## src/rtl/fetch_unit.sv

```systemverilog
// -----------------------------------------------------------------------------
// fetch_unit
// Front end of the single-cycle core. Owns the PC and fetches one instruction
// at a time from instruction memory over a valid/ready request channel and a
// valid-only response channel. The fetched word is held stable until the core
// retires it. The PC then advances according to the controller's pc_src.
// A misaligned next-PC parks the unit in a terminal fault state until reset.
// -----------------------------------------------------------------------------
module fetch_unit #(
    parameter logic [31:0] RESET_PC  = 32'h0000_0000,
    parameter logic [31:0] NOP_INSTR = 32'h0000_0013
) (
    input  logic        clk,
    input  logic        rst,
    output logic        imem_req_valid,
    input  logic        imem_req_ready,
    output logic [31:0] imem_addr,
    input  logic        imem_resp_valid,
    input  logic [31:0] imem_resp_data,
    input  logic        retire,
    input  logic [1:0]  pc_src,
    input  logic [31:0] imm_ext,
    input  logic [31:0] alu_result,
    output logic [31:0] instr,
    output logic        instr_valid,
    output logic [31:0] pc,
    output logic [31:0] pc_plus4,
    output logic        fetch_fault
);

    typedef enum logic [1:0] {
        S_REQ   = 2'b00,
        S_WAIT  = 2'b01,
        S_EXEC  = 2'b10,
        S_FAULT = 2'b11
    } state_t;

    // A fetch target must be word aligned; the core has no compressed ISA.
    function automatic logic is_misaligned(input logic [31:0] addr);
        return (addr[1:0] != 2'b00);
    endfunction

    // jalr clears bit 0 of the computed target before use.
    function automatic logic [31:0] jalr_target(input logic [31:0] alu);
        return (alu & 32'hFFFF_FFFE);
    endfunction

    state_t      state_r;
    state_t      state_next_s;
    logic [31:0] pc_r;
    logic [31:0] instr_r;
    logic        instr_valid_r;
    logic        fault_r;

    logic [31:0] pc_plus4_s;
    logic [31:0] pc_branch_s;
    logic [31:0] next_pc_s;
    logic        pc_load_s;
    logic        capture_s;
    logic        fault_set_s;

    // Link address and branch target; both wrap silently modulo 2^32.
    assign pc_plus4_s  = pc_r + 32'h0000_0004;
    assign pc_branch_s = pc_r + imm_ext;

    // Next-PC selection; the reserved encoding falls back to sequential flow.
    always_comb begin
        next_pc_s = pc_plus4_s;
        case (pc_src)
            2'b00:   next_pc_s = pc_plus4_s;
            2'b01:   next_pc_s = pc_branch_s;
            2'b10:   next_pc_s = jalr_target(alu_result);
            2'b11:   next_pc_s = pc_plus4_s;
            default: next_pc_s = pc_plus4_s;
        endcase
    end

    // FSM next state plus the one-cycle strobes that update the datapath.
    always_comb begin
        state_next_s = state_r;
        pc_load_s    = 1'b0;
        capture_s    = 1'b0;
        fault_set_s  = 1'b0;
        case (state_r)
            S_REQ: begin
                // Responses are ignored here; only the request handshake matters.
                if (imem_req_ready) begin
                    state_next_s = S_WAIT;
                end else begin
                    state_next_s = S_REQ;
                end
            end
            S_WAIT: begin
                if (imem_resp_valid) begin
                    capture_s    = 1'b1;
                    state_next_s = S_EXEC;
                end else begin
                    state_next_s = S_WAIT;
                end
            end
            S_EXEC: begin
                if (retire) begin
                    if (is_misaligned(next_pc_s)) begin
                        // pc keeps the address of the faulting instruction.
                        fault_set_s  = 1'b1;
                        state_next_s = S_FAULT;
                    end else begin
                        pc_load_s    = 1'b1;
                        state_next_s = S_REQ;
                    end
                end else begin
                    state_next_s = S_EXEC;
                end
            end
            S_FAULT: begin
                state_next_s = S_FAULT;
            end
            default: begin
                state_next_s = S_FAULT;
            end
        endcase
    end

    // FSM state register.
    always_ff @(posedge clk or posedge rst) begin
        if (rst) begin
            state_r <= S_REQ;
        end else begin
            state_r <= state_next_s;
        end
    end

    // PC register; only a clean retire moves it.
    always_ff @(posedge clk or posedge rst) begin
        if (rst) begin
            pc_r <= RESET_PC;
        end else if (pc_load_s) begin
            pc_r <= next_pc_s;
        end else begin
            pc_r <= pc_r;
        end
    end

    // Instruction register: loaded on response, flushed to NOP on retire.
    always_ff @(posedge clk or posedge rst) begin
        if (rst) begin
            instr_r <= NOP_INSTR;
        end else if (capture_s) begin
            instr_r <= imem_resp_data;
        end else if (pc_load_s) begin
            instr_r <= NOP_INSTR;
        end else begin
            instr_r <= instr_r;
        end
    end

    // Instruction-valid flag, set with the capture and dropped on leaving S_EXEC.
    always_ff @(posedge clk or posedge rst) begin
        if (rst) begin
            instr_valid_r <= 1'b0;
        end else if (capture_s) begin
            instr_valid_r <= 1'b1;
        end else if (pc_load_s || fault_set_s) begin
            instr_valid_r <= 1'b0;
        end else begin
            instr_valid_r <= instr_valid_r;
        end
    end

    // Sticky misaligned-target fault, cleared only by reset.
    always_ff @(posedge clk or posedge rst) begin
        if (rst) begin
            fault_r <= 1'b0;
        end else if (fault_set_s) begin
            fault_r <= 1'b1;
        end else begin
            fault_r <= fault_r;
        end
    end

    // The request strobe is decoded from state so it is high straight out of reset.
    assign imem_req_valid = (state_r == S_REQ);
    assign imem_addr      = pc_r;
    assign pc             = pc_r;
    assign pc_plus4       = pc_plus4_s;
    // Masking keeps a stale word in the register from leaking after a fault.
    assign instr          = instr_valid_r ? instr_r : NOP_INSTR;
    assign instr_valid    = instr_valid_r;
    assign fetch_fault    = fault_r;

endmodule

```

## config.mk

```make
export PLATFORM = sky130hd
export DESIGN_NAME = fetch_unit
export DESIGN_NICKNAME = d
export VERILOG_FILES = /design/src/rtl/fetch_unit.sv
export SDC_FILE = /design/constraint.sdc
export NUM_CORES = 1
export LEC_CHECK = 0
export ABC_CLOCK_PERIOD_IN_PS = 2500
export BUFFER_PORTS_ARGS = -buffer_cell sky130_fd_sc_hd__buf_2
export CELL_PAD_IN_SITES_DETAIL_PLACEMENT = 2
export CELL_PAD_IN_SITES_GLOBAL_PLACEMENT = 2
export CORE_MARGIN = 2
export CORE_UTILIZATION = 25
export CTS_CLUSTER_DIAMETER = 50
export DETAILED_ROUTE_END_ITERATION = 7
export PLACE_DENSITY = 0.87
export SETUP_SLACK_MARGIN = 0.2
export SLEW_MARGIN = 15
export SYNTH_ARGS = -nofsm -noshare
export SYNTH_HDL_FRONTEND = slang
export SYNTH_SLANG_ARGS = --single-unit
```

## constraint.sdc

```tcl
create_clock -name clk -period 2.5 [get_ports clk]
set_input_delay 0.75 -clock clk [delete_from_list [all_inputs] [get_ports clk]]
set_output_delay 0.75 -clock clk [all_outputs]
set_load 0.005 [all_outputs]
```

; Word-level counts from Yosys, hierarchy flattened
; Index checks and enable logic that the tools add are counted.
[classes]
n_eq_ne = 6
n_reduce_logical = 7
addsub = 2
n_mux = 19
[op_table]
columns = operator, count
row1 = $mux 32, 3
row2 = $pmux 32 s3, 1
row3 = $add 32x3->32 const B, 1
row4 = $add 32x32->32, 1
row5 = $mux 1, 11
row6 = $eq 2x2->1 const B, 4
row7 = $pmux 2 s4, 1
row8 = $mux 2, 3
row9 = $reduce_bool 2->1, 3
row10 = $eq 2x1->1 const B, 2
row11 = $logic_not 2->1, 2
row12 = $reduce_or 2->1, 1
row13 = $logic_or 1x1->1, 1
[totals]
regBits = 68
input_bits = 103
out_inout_bits = 131
wordCells = 39

; Depth between registers and ports, before layout
; Gate-level depths: netlist (run 1).
[logic_depth]
ltp_word = 10
ltp_mapped = 12
mapped_depth_nobuf = 11

; Worst setup path after synthesis (run 1)
; Ideal clock, no wire load.
[synth_timing]
path_kind = input port to flip-flop
startpoint = input port imm_ext[0]
endpoint = register pc_r[24], in the netlist imem_addr[24]
required_time_ps = 2367
n_path_buf = 0
slack_ps = -564
arrival_time_ps = 2930
setup_time_ps = 133
cell_stages = 11
cell_sequence = ha_1 -> fa_1 -> a21o_2 -> a221oi_2 -> nor4bb_2 -> or2_1 -> a21boi_2 -> o21ai_1 -> a211oi_2 -> xor2_1 -> a21oi_1
[synth_via]
elab_chain_cells = 6
[synth_lines]
columns = item, line
row1 = from (decl), 22  ; input logic [31:0] imm_ext,
row2 = $add 32x32->32 *, 64  ; assign pc_branch_s = pc_r + imm_ext;
row3 = $pmux 32 s3 *, 69  ; case (pc_src)
row4 = $reduce_bool 2->1, 40  ; return (addr[1:0] != 2'b00);
row5 = $mux 1, 103  ; if (is_misaligned(next_pc_s)) begin
row6 = $mux 1, 102  ; if (retire) begin
row7 = $mux 1, 84  ; case (state_r)
row8 = to (signal assigned), 138  ; pc_r <= next_pc_s;
row9 = to (signal assigned), 140  ; pc_r <= pc_r;
row10 = to (decl), 50  ; logic [31:0] pc_r;
; Mark *: on every way between the ends. The rest lies on a longest branch, timed or not.
; A chain may end at the register's enable or synchronous reset.

; Final worst setup path (run 1)
[layout_timing]
startpoint = register pc_r[7], in the netlist imem_addr[7]
endpoint = output port pc_plus4[25]
[layout_via]
elab_chain_cells = 1
[layout_lines]
columns = item, line
row1 = $add 32x3->32, 63  ; assign pc_plus4_s = pc_r + 32'h0000_0004;
row2 = to (decl), 27  ; output logic [31:0] pc_plus4,
; No other way between the ends.

==> metrics.md, run 1 <==
| Metric | Value |
|---|---|
| Synth Net Count | `863` |
| Post-place setup slack | `-0.7517 ns` |
| Power Density | `~1300 nW/um2` |
| Fin crit period | `about 3.2 ns` |
| Core box area | `23,330 um2` |
| Setup WS post-layout | `-0.7299 ns` |
| Critical path arrival | `~2.5 ns` |
| Hold Fails Final Rpt | `0` |
| Detailed-route wire length per cell | `around 26 um` |
| Synth warn | `0` |
| RSZ-0062 raised after global routing | `yes` |
| CTS tree | `built` |
| Worst Path Required | `1.75 ns` |
| Total CTS buffers | `9` |
| Initial DRC count | `between 400 and 500` |
| Global-route wire length before repair | `approximately 52 mm` |
| Slowest CP cell | `dfrtp_1` |
| GR peak layer | `met2` |
| Largest net degree at the start of global routing | `34` |
| Max VDD drop | `around 0.00044 V` |
| Part of the Yosys area used for sequential elements | `between 20 and 30%` |
| Crit path launch type | `register` |
| Synthesized cell area | `between 5000 and 6000 um2` |
| Clk pin slew, worst setup/hold paths | `~0.070 ns` |
| Type of the most critical hold path | `in2async` |
| Total Routed Length | `approximately 38 mm` |
| Non-Filler Instances | `~1,500` |
| CTS max path bufs | `2` |
| Max-slew violations | `0` |
| Layout fillers | `2,513` |
| Final net count | `approximately 1,300` |
| Synth async-reset ratio | `100.0%` |
| Mean Syn Cell Area | `8.139 um2` |
| Post-DP HPWL | `22.96 mm` |
| Synthesized instance count | `725` |
| Max Clock Skew | `0.01285 ns` |
| Status | `finished, violations left` |
| Worst Setup Path Type | `reg2out` |
| CP endpoint kind | `output port` |
| Placer congestion estimate | `approximately 0.9` |
| Layout area overhead | `84.16%` |
| EDFF count, synth | `0` |
| Chip height | `approximately 160 um` |
| Ports | `~230` |
| GRT Overall Usage | `27.78%` |
| Slew @ Worst Pin | `around 0.60 ns` |
| H-tree depth | `3` |
| Max transition margin | `about three fifths` |
| Period utilisation layout | `129.2%` |
| CP Cell Sequence | `nand4_1 > nor4_4 > buf_4 > and3_4 > and3_4 > and4_4 > xor2_1 > buf_2` |
| Worst skew pair latency | `0.36 ns` |
| Final setup violation count | `~50` |
| DR vias | `~7,800` |
| Register bit count reported by yosys | `just under 70` |
| Root Driver | `clkbuf_16` |
| Commonest cells after routing, fill and taps aside | `buf_2, buf_4, nand2_1` |
| Die area | `about 25,000 um2` |
| DP Cell Count | `about 1,400` |
| Met1 usage | `a little under a third` |
| Grt met3 use | `5.092%` |
| Die Wd | `about 160 um` |
| Leak | `5.203 nW` |
| Most used DFF post-synth | `dfrtp_1` |
| GR Overflow Total | `0` |
| Antenna violations before repair | `2` |
| DRC | `0` |
| Share of layout cells above drive strength 1 | `about three fifths` |
| Crit path top cell by count | `and3_4` |
| Clock Sinks | `about 70` |
| GR Util met2 | `about half` |
| IO Port Bufs | `roughly 230` |
| Post-synth cell types | `75` |
| Vias in the first global route | `about 8,700` |
| Largest stage delay on the critical path | `0.38 ns` |
| Max Freq | `just over 300 MHz` |
| Remaining antenna violation count after routing | `0` |
| Vias per cell | `around 5.3` |
| Failing checks | `negative setup slack` |
| Starting Density | `25.29%` |
| Row count | `56` |
| Max-cap violation count | `0` |
| Most common cell after layout, fill and taps aside | `buf_2` |
| DRT Pass-1 Iters | `5` |
| Max FO, Critical Path | `3` |
-- where the power goes --
group          internal, mW  switching (mW)  leakage [nW]
registers              1.59           0.461         0.844
logic                  4.79            5.34          4.22
clock network         0.781           0.630         0.142
total                  7.16            6.43          5.20
-- sequential cells by signal (all words and copies together) (netlist names) --
name         flops
fetch_fault      1
state_r          2
instr_valid      1
imem_addr       32
instr_r         32
-- worst paths after layout --
| path | start | endpoint | slack [ns] | cells after the start |
|---|---|---|---|---|
| max in group asynchronous | rst | instr_r[0] | 1.46 | 3 |
| min in group clk | fetch_fault | fetch_fault | 0.52 | 1 |
| worst min register to register | fetch_fault | fetch_fault | 0.52 | 1 |
| worst max-delay path | imem_addr[7] | pc_plus4[25] | -0.73 | 8 |
| worst min-delay path | rst | imem_addr[1] | 0.47 | 2 |
| worst max register to register | imem_addr[8] | imem_addr[28] | -0.55 | 11 |
-- metal layers --
layer / wire length [um] / vias to the layer above
li1: - / 3374
met4: 1868 / 0
met5: 0 / -
met1: 14500 / 3959
met2: 20220 / 335
met3: 1710 / 110
-- timing repair --
| item | in CTS | in global routing |
|---|---|---|
| hold buffers | 0 | 0 |
| buffers inserted | 46 | 23 |
| setup endpoints to repair | 86 | 90 |
| gates cloned | 4 | 1 |
| hold endpoints to repair | 0 | 0 |
| pin swaps | 110 | 69 |
| gates resized for setup | 210 | 75 |
-- through the flow --
step / instance area, um2 / hold slack (ns) / util [%] / total power [mW] / TNS [ns]
floorplan: 6227 / 0.4590 / - / 5.784 / -3.584
global placement: 8563 / 0.4456 / 36.70 / 8.462 / -26.97
detailed placement: 8563 / 0.4685 / 36.70 / 9.015 / -33.23
CTS: 10250 / 0.4712 / 43.93 / 12.14 / -15.61
global route: 10870 / 0.4984 / 46.57 / 14.20 / -25.48
finish: 10870 / 0.4651 / 46.57 / 13.59 / -22.30
-- critical path: cells and delay by family (launching register included) --
kind,cells,cell delay (ns)
and+or+nand+nor,5,1.23
buffers and inverters,2,0.37
xor gates and xnor gates,1,0.14
DFF,1,0.38
-- synthesized netlist by cell type (6+ instances only) --
library cell   n  area share (%)
a21oi_1       60             5.1
o21ai_0       54             4.6
inv_1         12            0.76
a21o_1        23             2.9
nor2_1        45             2.9
and3_1         7            0.74
dfrtp_1       65              28
nor3_1        12             1.0
nand3_1       22             1.9
nand2b_1       6            0.64
a22oi_1        9             1.1
nand2_1       99             6.3
a221oi_1      15             2.2
buf_4         35             4.5
clkbuf_1      27             1.7
xor2_1        21             3.1
ha_1          34             7.2
and2_1        33             3.5
xnor2_1       35             5.2
a211oi_1      13             1.7
-- logic make-up (layout without fill, tap and decap cells) --
family | count (synthesis) | in the layout | synth area share, %
mux | 1 | 1 | 0.1696
fa+ha+maj | 35 | 35 | 7.549
simple gates | 256 | 256 | 21.61
flops | 68 | 68 | 28.90
xor+xnor | 56 | 56 | 8.312
buf+inv | 86 | 499 | 8.418
compound gates | 223 | 223 | 25.04
other cells | 0 | 2 | 0
-- layout make-up --
type	count	area [um2]	share of cell area, %
multi-input cells	571	5009	46.09
flip-flops and latches	68	1707	15.71
diodes	2	5.005	0.04606
repair buffers	470	3393	31.23
clock buffers	9	225.2	2.073
well taps	319	399.1	3.673
clock inverters	7	76.32	0.7024
inverters	13	52.55	0.4836
Note: power is estimated with default switching activity, not from simulation.
==> run 2: changes to the inputs <==
--- a/config.mk
+++ b/config.mk
@@ -9,7 +9,7 @@
 export BUFFER_PORTS_ARGS = -buffer_cell sky130_fd_sc_hd__buf_2
 export CELL_PAD_IN_SITES_DETAIL_PLACEMENT = 2
 export CELL_PAD_IN_SITES_GLOBAL_PLACEMENT = 2
-export CORE_MARGIN = 2
+export CORE_MARGIN = 1
 export CORE_UTILIZATION = 25
 export CTS_CLUSTER_DIAMETER = 50
 export DETAILED_ROUTE_END_ITERATION = 7
==> run 2 against run 1 <==
Compared with the run above: the flow still finishes with violations (negative setup slack); sequential share of layout area rose by 0.60 points; largest cell class unchanged; register-to-register slack got worse by 0.10 ns; final area fell by 3.5%; via count down 0.50%; first-iteration DRC count is 14% lower; global-route usage decreased by 0.57 points; count of clock-buffer cells in the layout unchanged; combinational power decreased by 4%; critical endpoint is now pc_plus4[21]; flip-flop and latch count is the same; sequential power increased by 2%.
==> metrics.md, run 2 (same netlist as run 1, synthesis figures left out) <==
| Metric | Value |
|---|---|
| Status | `finished, violations left` |
| Failing checks | `negative setup slack` |
| GR Overflow Total | `0 (unchanged)` |
| Clock network power share | `11.5% (+1.1 points)` |
| RSZ-0062 raised after global routing | `yes` |
| Clock Sinks | `68 (unchanged)` |
| Buf/Inv on CP | `3 (+1)` |
| Layout area overhead | `77.65%` |
| Critical path arrival | `2.54 ns (+0.06 ns)` |
| Slew @ Worst Pin | `0.6040 ns (+0.004226 ns)` |
| Post-place setup slack | `-0.8379 ns (-0.08625 ns)` |
| Initial DRC count | `370 (-14%)` |
| Detailed-route wire length per cell | `26.33 um (+0.32%)` |
| Worst Path Required | `1.75 ns (about the same)` |
| Remaining antenna violation count after routing | `0 (unchanged)` |
| Reg2Reg Depth | `13 (+2)` |
| Die area | `24,220 um2 (-2.5%)` |
| Share of layout cells above drive strength 1 | `57.10% (-2.8 points)` |
| Max Freq | `304.0 MHz (-1.8%)` |
| Commonest cells after routing, fill and taps aside | `buf_2, buf_4, nand2_1` |
| Final net count | `1,259 (-0.94%)` |
| Endpoint with the worst hold slack | `fetch_fault` |
| Max VDD drop | `0.0004457 V (+2.3%)` |
| Total Routed Length | `37.92 mm (-0.98%)` |
| Core box area | `22,920 um2 (-1.8%)` |
| Fin crit period | `3.289 ns (+0.05922 ns)` |
| Reg2reg setup slack | `-0.65 ns (-0.10 ns)` |
| Cell Int Power | `6.970 mW (-2.6%)` |
| Hold Startpoint | `fetch_fault` |
| Max-cap violation count | `0 (unchanged)` |
| Ports | `234 (unchanged)` |
| Clk pin slew, worst setup/hold paths | `0.07 ns (about the same)` |
| Layout fillers | `2,465 (-1.9%)` |
| DRT Pass-1 Iters | `5 (unchanged)` |
| Worst Setup Path Type | `reg2out` |
| Placed inst area | `8436 um2 (-1.5%)` |
| Chip height | `155.6 um (-1.3%)` |
| Die Wd | `155.6 um (-1.3%)` |
| Total CTS buffers | `9 (unchanged)` |
| CTS tree | `built` |
| Row count | `55 (-1.8%)` |
| R2r startpoint | `imem_addr[4]` |
| Max transition margin | `59.73% (-0.20 points)` |
| DP Cell Count | `1,345 (-1.6%)` |
| Sw Ratio | `47.51% (+0.19 points)` |
| CTS Hold Bufs | `0 (unchanged)` |
| Slowest CP cell | `dfrtp_1` |
| Leak | `5.062 nW (-2.7%)` |
| DRC | `0 (unchanged)` |
| Setup WS post-layout | `-0.7891 ns (-0.05922 ns)` |
| GRT Overall Usage | `27.20% (-0.57 points)` |
| Crit path top cell by count | `and3_4` |
| Flop pwr share | `15.7% (+0.6 points)` |
| Worst skew pair latency | `0.36 ns (about the same)` |
| Share of total power in combinational logic | `72.7% (-1.9 points)` |
| DR vias | `7,739 (-0.50%)` |
| Max FO, Critical Path | `3 (unchanged)` |
| Hold Fails Final Rpt | `0 (unchanged)` |
| Non-Filler Instances | `1,440 (-1.3%)` |
| Post-DP HPWL | `21.82 mm (-5.0%)` |
| Crit path launch type | `register` |
| H-tree depth | `3 (unchanged)` |
| Worst hold stages | `1` |
| Max Clock Skew | `0.01900 ns (+0.006155 ns)` |
| IO Port Bufs | `232 (unchanged)` |
| Placer congestion estimate | `0.8741 (-0.22%)` |
| Sw Pwr | `6.309 mW (-1.9%)` |
| Vias per cell | `5.374 (+0.81%)` |
| Global-route wire length before repair | `49.71 mm (-4.2%)` |
| Largest net degree at the start of global routing | `69 (+100%)` |
| Max-slew violations | `0 (unchanged)` |
| Final setup violation count | `49 (unchanged)` |
| CP delay by family, top | `simple AND/OR/NAND/NOR gates` |
| Antenna violations before repair | `1 (-1)` |
| Period utilisation layout | `131.6% (+2.4 points)` |
| Starting Density | `25.75% (+0.46 points)` |
| CTS max path bufs | `2 (unchanged)` |
| Type of the most critical hold path | `reg2reg` |
| Fin area | `10,480 um2 (-3.5%)` |
| Root Driver | `clkbuf_16` |
| Register Area | `1709 um2 (+0.15%)` |
| CP Cell Sequence | `nand4_1 > nor4_4 > buf_4 > and3_4 > and3_4 > buf_6 > nand3_4 > xnor2_4 > buf_2` |
| CP endpoint kind | `output port` |
| R2r endpoint | `imem_addr[24]` |
| Largest stage delay on the critical path | `0.44 ns (+0.06 ns)` |
| Multi-input logic area | `4835 um2 (-3.5%)` |
| Power Density | `1267 nW/um2 (+1.3%)` |
| Most common cell after layout, fill and taps aside | `buf_2` |
| Vias in the first global route | `8,231 (-5.0%)` |
==> run 2: changes by cell type in the layout (fill, tap and decap cells not counted), moves of 3 or more <==
cell | previous run | this run
a21oi_1 | 43 | 39
a21oi_2 | 13 | 19
buf_16 | 5 | 0
buf_6 | 52 | 47
nand2_2 | 8 | 5
o21ai_0 | 15 | 45
o21ai_2 | 24 | 5
o21ai_4 | 14 | 3
==> run 2: what timing repair did <==
item	4_1_cts	5_1_grt
pin swaps	76	78
setup buffers	36	39
setup endpoints to repair	93	62
gates resized for setup	102	96
cloned	1	2
==> run 2: power by group through the flow <==
stage          logic, mW  clock network, mW  registers (mW)
3_3_place_gp        6.34                  0            1.98
6_report            9.66               1.53            2.09
2_1_floorplan       3.67                  0            2.12
3_5_place_dp        6.76                  0            2.04
4_1_cts             7.82               1.57            2.02
5_1_grt             10.1               1.60            2.14
==> run 2: area by class of cell <==
cell class / instances / area share [%]
timing repair buffer: 457 / 30.14
clock inverter: 7 / 1.026
multi-input combinational: 572 / 46.12
inverter: 13 / 0.5013
clock buffer: 9 / 2.148
antenna: 1 / 0.02387
sequential: 68 / 16.30
tap: 313 / 3.736
==> run 2: through the flow <==
stage	total power [mW]	TNS [ns]	hold WS [ns]	utilization, %
after floorplan	5.784	-3.584	0.4590	-
after global placement	8.322	-18.37	0.4539	36.81
after detailed placement	8.804	-24.60	0.4544	36.81
after CTS	11.40	-16.20	0.4836	42.01
after global routing	13.86	-27.97	0.5253	45.73
final	13.28	-24.18	0.4698	45.74
==> run 2: how the worst max path moves through the flow <==
| stage | startpoint | cells after the start | slack, ns | end |
|---|---|---|---|---|
| floorplan | imm_ext[0] | 11 | -0.40 | imem_addr[24] |
| global placement | imm_ext[1] | 12 | -0.71 | imem_addr[31] |
| detailed placement | imm_ext[1] | 12 | -0.84 | imem_addr[31] |
| CTS | imem_addr[4] | 9 | -0.74 | pc_plus4[21] |
| global route | imem_addr[4] | 9 | -0.86 | pc_plus4[29] |
| finish | imem_addr[4] | 9 | -0.79 | pc_plus4[21] |
==> run 2: metal layers <==
layer / routed length, um / share of wire, % / GRT usage (%) / vias up
met4: 1668 / 4.4 / 12.65 / 0
met2: 20040 / 53 / 50.59 / 359
met5: 0 / 0 / 0 / -
li1: - / - / - / 3334
met3: 1820 / 4.8 / 4.778 / 96
met1: 14390 / 38 / 29.87 / 3950
==> run 3: changes to the inputs <==
--- a/config.mk
+++ b/config.mk
@@ -5,7 +5,7 @@
 export SDC_FILE = /design/constraint.sdc
 export NUM_CORES = 1
 export LEC_CHECK = 0
-export ABC_CLOCK_PERIOD_IN_PS = 2500
+export ABC_CLOCK_PERIOD_IN_PS = 3000
 export BUFFER_PORTS_ARGS = -buffer_cell sky130_fd_sc_hd__buf_2
 export CELL_PAD_IN_SITES_DETAIL_PLACEMENT = 2
 export CELL_PAD_IN_SITES_GLOBAL_PLACEMENT = 2
==> constraint.sdc (replaced) <==
create_clock -name clk -period 3 [get_ports clk]
set_input_delay 0.9 -clock clk [delete_from_list [all_inputs] [get_ports clk]]
set_output_delay 0.9 -clock clk [all_outputs]
set_load 0.005 [all_outputs]
==> run 3 against run 2 <==
Compared with the run above: the run still ends with negative setup slack left; worst setup slack gained 0.59 ns; combinational power fell by 34%; power is 30% lower; wire length is 20% lower; core utilization down 5.1 points; via count decreased by 9.5%; final cell count fell by 5.6%; count of clock-buffer cells in the layout up 1; non-clock buffer count fell by 81; final area is 11% lower; clock power fell by 25%.
==> metrics.md, run 3 (same netlist as run 1, synthesis figures left out) <==
| Metric | Value |
|---|---|
| Starting Density | `25.75% (unchanged)` |
| Row count | `55 (unchanged)` |
| Overall Power | `9.314 mW (-30%)` |
| Max FO, Critical Path | `3 (unchanged)` |
| Max transition margin | `48.47% (-11 points)` |
| Core box area | `22,920 um2 (unchanged)` |
| Vias per cell | `5.147 (-4.2%)` |
| DP Cell Count | `1,303 (-3.1%)` |
| Slew @ Worst Pin | `0.7721 ns (+0.1681 ns)` |
| Initial DRC count | `328 (-11%)` |
| CP Cell Sequence | `and4_1 > and3_1 > nand3_2 > nor3_2 > buf_4 > nand2_4 > xnor2_2 > buf_2` |
| Max VDD drop | `0.0003430 V (-23%)` |
| Max-slew violations | `0 (unchanged)` |
| DRC | `0 (unchanged)` |
| CTS max path bufs | `2 (unchanged)` |
| Max Freq | `312.9 MHz` |
| Root Driver | `clkbuf_16` |
| Clk pin slew, worst setup/hold paths | `0.06 ns (about the same)` |
| Remaining antenna violation count after routing | `0 (unchanged)` |
| Period utilisation layout | `106.5%` |
| Commonest cells after routing, fill and taps aside | `buf_2, buf_4, nand2_1` |
| Antenna violations before repair | `2 (+1)` |
| Type of the most critical hold path | `reg2reg` |
| RSZ-0062 raised after global routing | `yes` |
| Wire length on met2 | `15.62 mm (-22%)` |
| Largest stage delay on the critical path | `0.37 ns (-0.07 ns)` |
| Max Clock Skew | `0.01346 ns (-0.005548 ns)` |
| Worst skew pair latency | `0.36 ns (about the same)` |
| Setup WS post-layout | `-0.1957 ns (+0.5934 ns)` |
| Chip height | `155.6 um (unchanged)` |
| Status | `finished, violations left` |
| Fin crit period | `roughly 3.2 ns` |
| GRT Overall Usage | `23.28% (-3.9 points)` |
| CTS tree | `built` |
| GR Overflow Total | `0 (unchanged)` |
| Post-DP HPWL | `20.74 mm (-4.9%)` |
| Most common cell after layout, fill and taps aside | `buf_2` |
| Sum of negative setup slack | `-1.906 ns (+22.27 ns)` |
| Hold Fails Final Rpt | `0 (unchanged)` |
| Global-route wire length before repair | `43.24 mm (-13%)` |
| Final setup violation count | `18 (-63%)` |
| Leak | `4.449 nW (-12%)` |
| Die Wd | `155.6 um (unchanged)` |
| H-tree depth | `3 (unchanged)` |
| Clock Sinks | `68 (unchanged)` |
| Non-Filler Instances | `1,360 (-5.6%)` |
| Crit path launch type | `register` |
| Post-place setup slack | `-0.5334 ns (+0.3045 ns)` |
| Ports | `234 (unchanged)` |
| Buf/Inv on CP | `2 (-1)` |
| Largest net degree at the start of global routing | `49 (-29%)` |
| Max-cap violation count | `0 (unchanged)` |
| Setup crit start | `imem_addr[10]` |
| Worst Path Required | `2.10 ns (+0.35 ns)` |
| Die area | `24,220 um2 (unchanged)` |
| Metal3 WL | `1.470 mm (-19%)` |
| Vias in the first global route | `7,663 (-6.9%)` |
| Slowest CP cell | `dfrtp_1` |
| R2r startpoint | `imem_addr[4]` |
| IO Port Bufs | `232 (unchanged)` |
| DRT Pass-1 Iters | `4 (-1)` |
| Total Routed Length | `30.52 mm (-20%)` |
| Placer congestion estimate | `0.8674 (-0.77%)` |
| Final net count | `1,178 (-6.4%)` |
| Failing checks | `negative setup slack` |
| Critical path arrival | `2.30 ns (-0.24 ns)` |
| Power Density | `1000 nW/um2 (-21%)` |
| DR vias | `7,000 (-9.5%)` |
| Share of layout cells above drive strength 1 | `50.05% (-7.1 points)` |
| Total CTS buffers | `9 (unchanged)` |
| Worst Setup Path Type | `reg2out` |
| CP delay by family, top | `simple AND/OR/NAND/NOR gates` |
| Layout area overhead | `57.85%` |
| CP endpoint kind | `output port` |
| Detailed-route wire length per cell | `22.44 um (-15%)` |
| Top Layer Used | `met4` |
| Met1 wire length | `12.42 mm (-14%)` |
| Hold Startpoint | `fetch_fault` |
| Reg2reg setup slack | `-0.06 ns (+0.59 ns)` |
-- run 3: cell types whose count changed in the layout (fill, tap and decap cells not counted), moves of 6 or more --
cell	delta
xor2_1	+6
buf_6	-26
a21oi_1	+11
a211oi_2	-7
a211oi_1	+7
a21oi_2	-9
xnor2_1	+6
buf_4	-48
-- run 3: report_power, final --
part           switching (mW)  internal (mW)  leakage [nW]  total, mW
registers               0.499           1.32         0.843       1.82
clock network           0.484          0.666         0.144       1.15
logic                    3.34           3.00          3.46       6.34
-- run 3: metal layers --
metal | up-vias | track usage (%)
met4 | 0 | 10.22
met5 | - | 0
li1 | 3175 | -
met1 | 3522 | 26.66
met2 | 235 | 42.77
met3 | 68 | 3.333
-- run 3: final cells by class --
cell class | count | area, um2
sequential | 68 | 1709
tap | 313 | 391.6
fill | 2530 | 13600
inverter | 13 | 48.80
timing repair buffer | 376 | 2359
clock buffer | 10 | 239.0
multi-input combinational | 572 | 4498
antenna | 2 | 5.005
clock inverter | 6 | 63.81
-- run 3: worst paths after layout --
kind | depth (start not counted) | to
setup / recovery | 8 | pc_plus4[27]
hold / removal | 1 | fetch_fault
setup reg to reg | 13 | imem_addr[24]
hold reg to reg | 1 | fetch_fault
max in group asynchronous | 3 | imem_addr[20]
min in group asynchronous | 3 | imem_addr[4]
-- run 3: repair_timing --
action | CTS | global route
gates resized for setup | 74 | 75
setup endpoints to repair | 39 | 43
hold buffers | 0 | 0
gates cloned | 0 | 1
pin swaps | 28 | 43
setup buffers | 12 | 26
-- run 3: worst register-to-register path, cell delays in order, from the launching register on --
cell and delay [ns]:
dfrtp_1 0.41, buf_4 0.15, buf_6 0.13, ha_4 0.22, buf_4 0.13, a21o_1 0.20
a221oi_4 0.34, nor4bb_4 0.10, or2_1 0.29, a21boi_2 0.21, o21ai_2 0.13, a211oi_2 0.29
xor2_1 0.21, a21oi_1 0.11
-- run 3: per-stage QoR --
| stage | hold WS [ns] | utilization, % | cell area, um2 |
|---|---|---|---|
| finish | 0.4728 | 40.64 | 9314 |
| CTS | 0.4749 | 37.90 | 8685 |
| global placement | 0.4482 | 34.59 | 7928 |
| global route | 0.4872 | 40.64 | 9314 |
| floorplan | 0.4590 | - | 5996 |
| detailed placement | 0.4589 | 34.59 | 7928 |
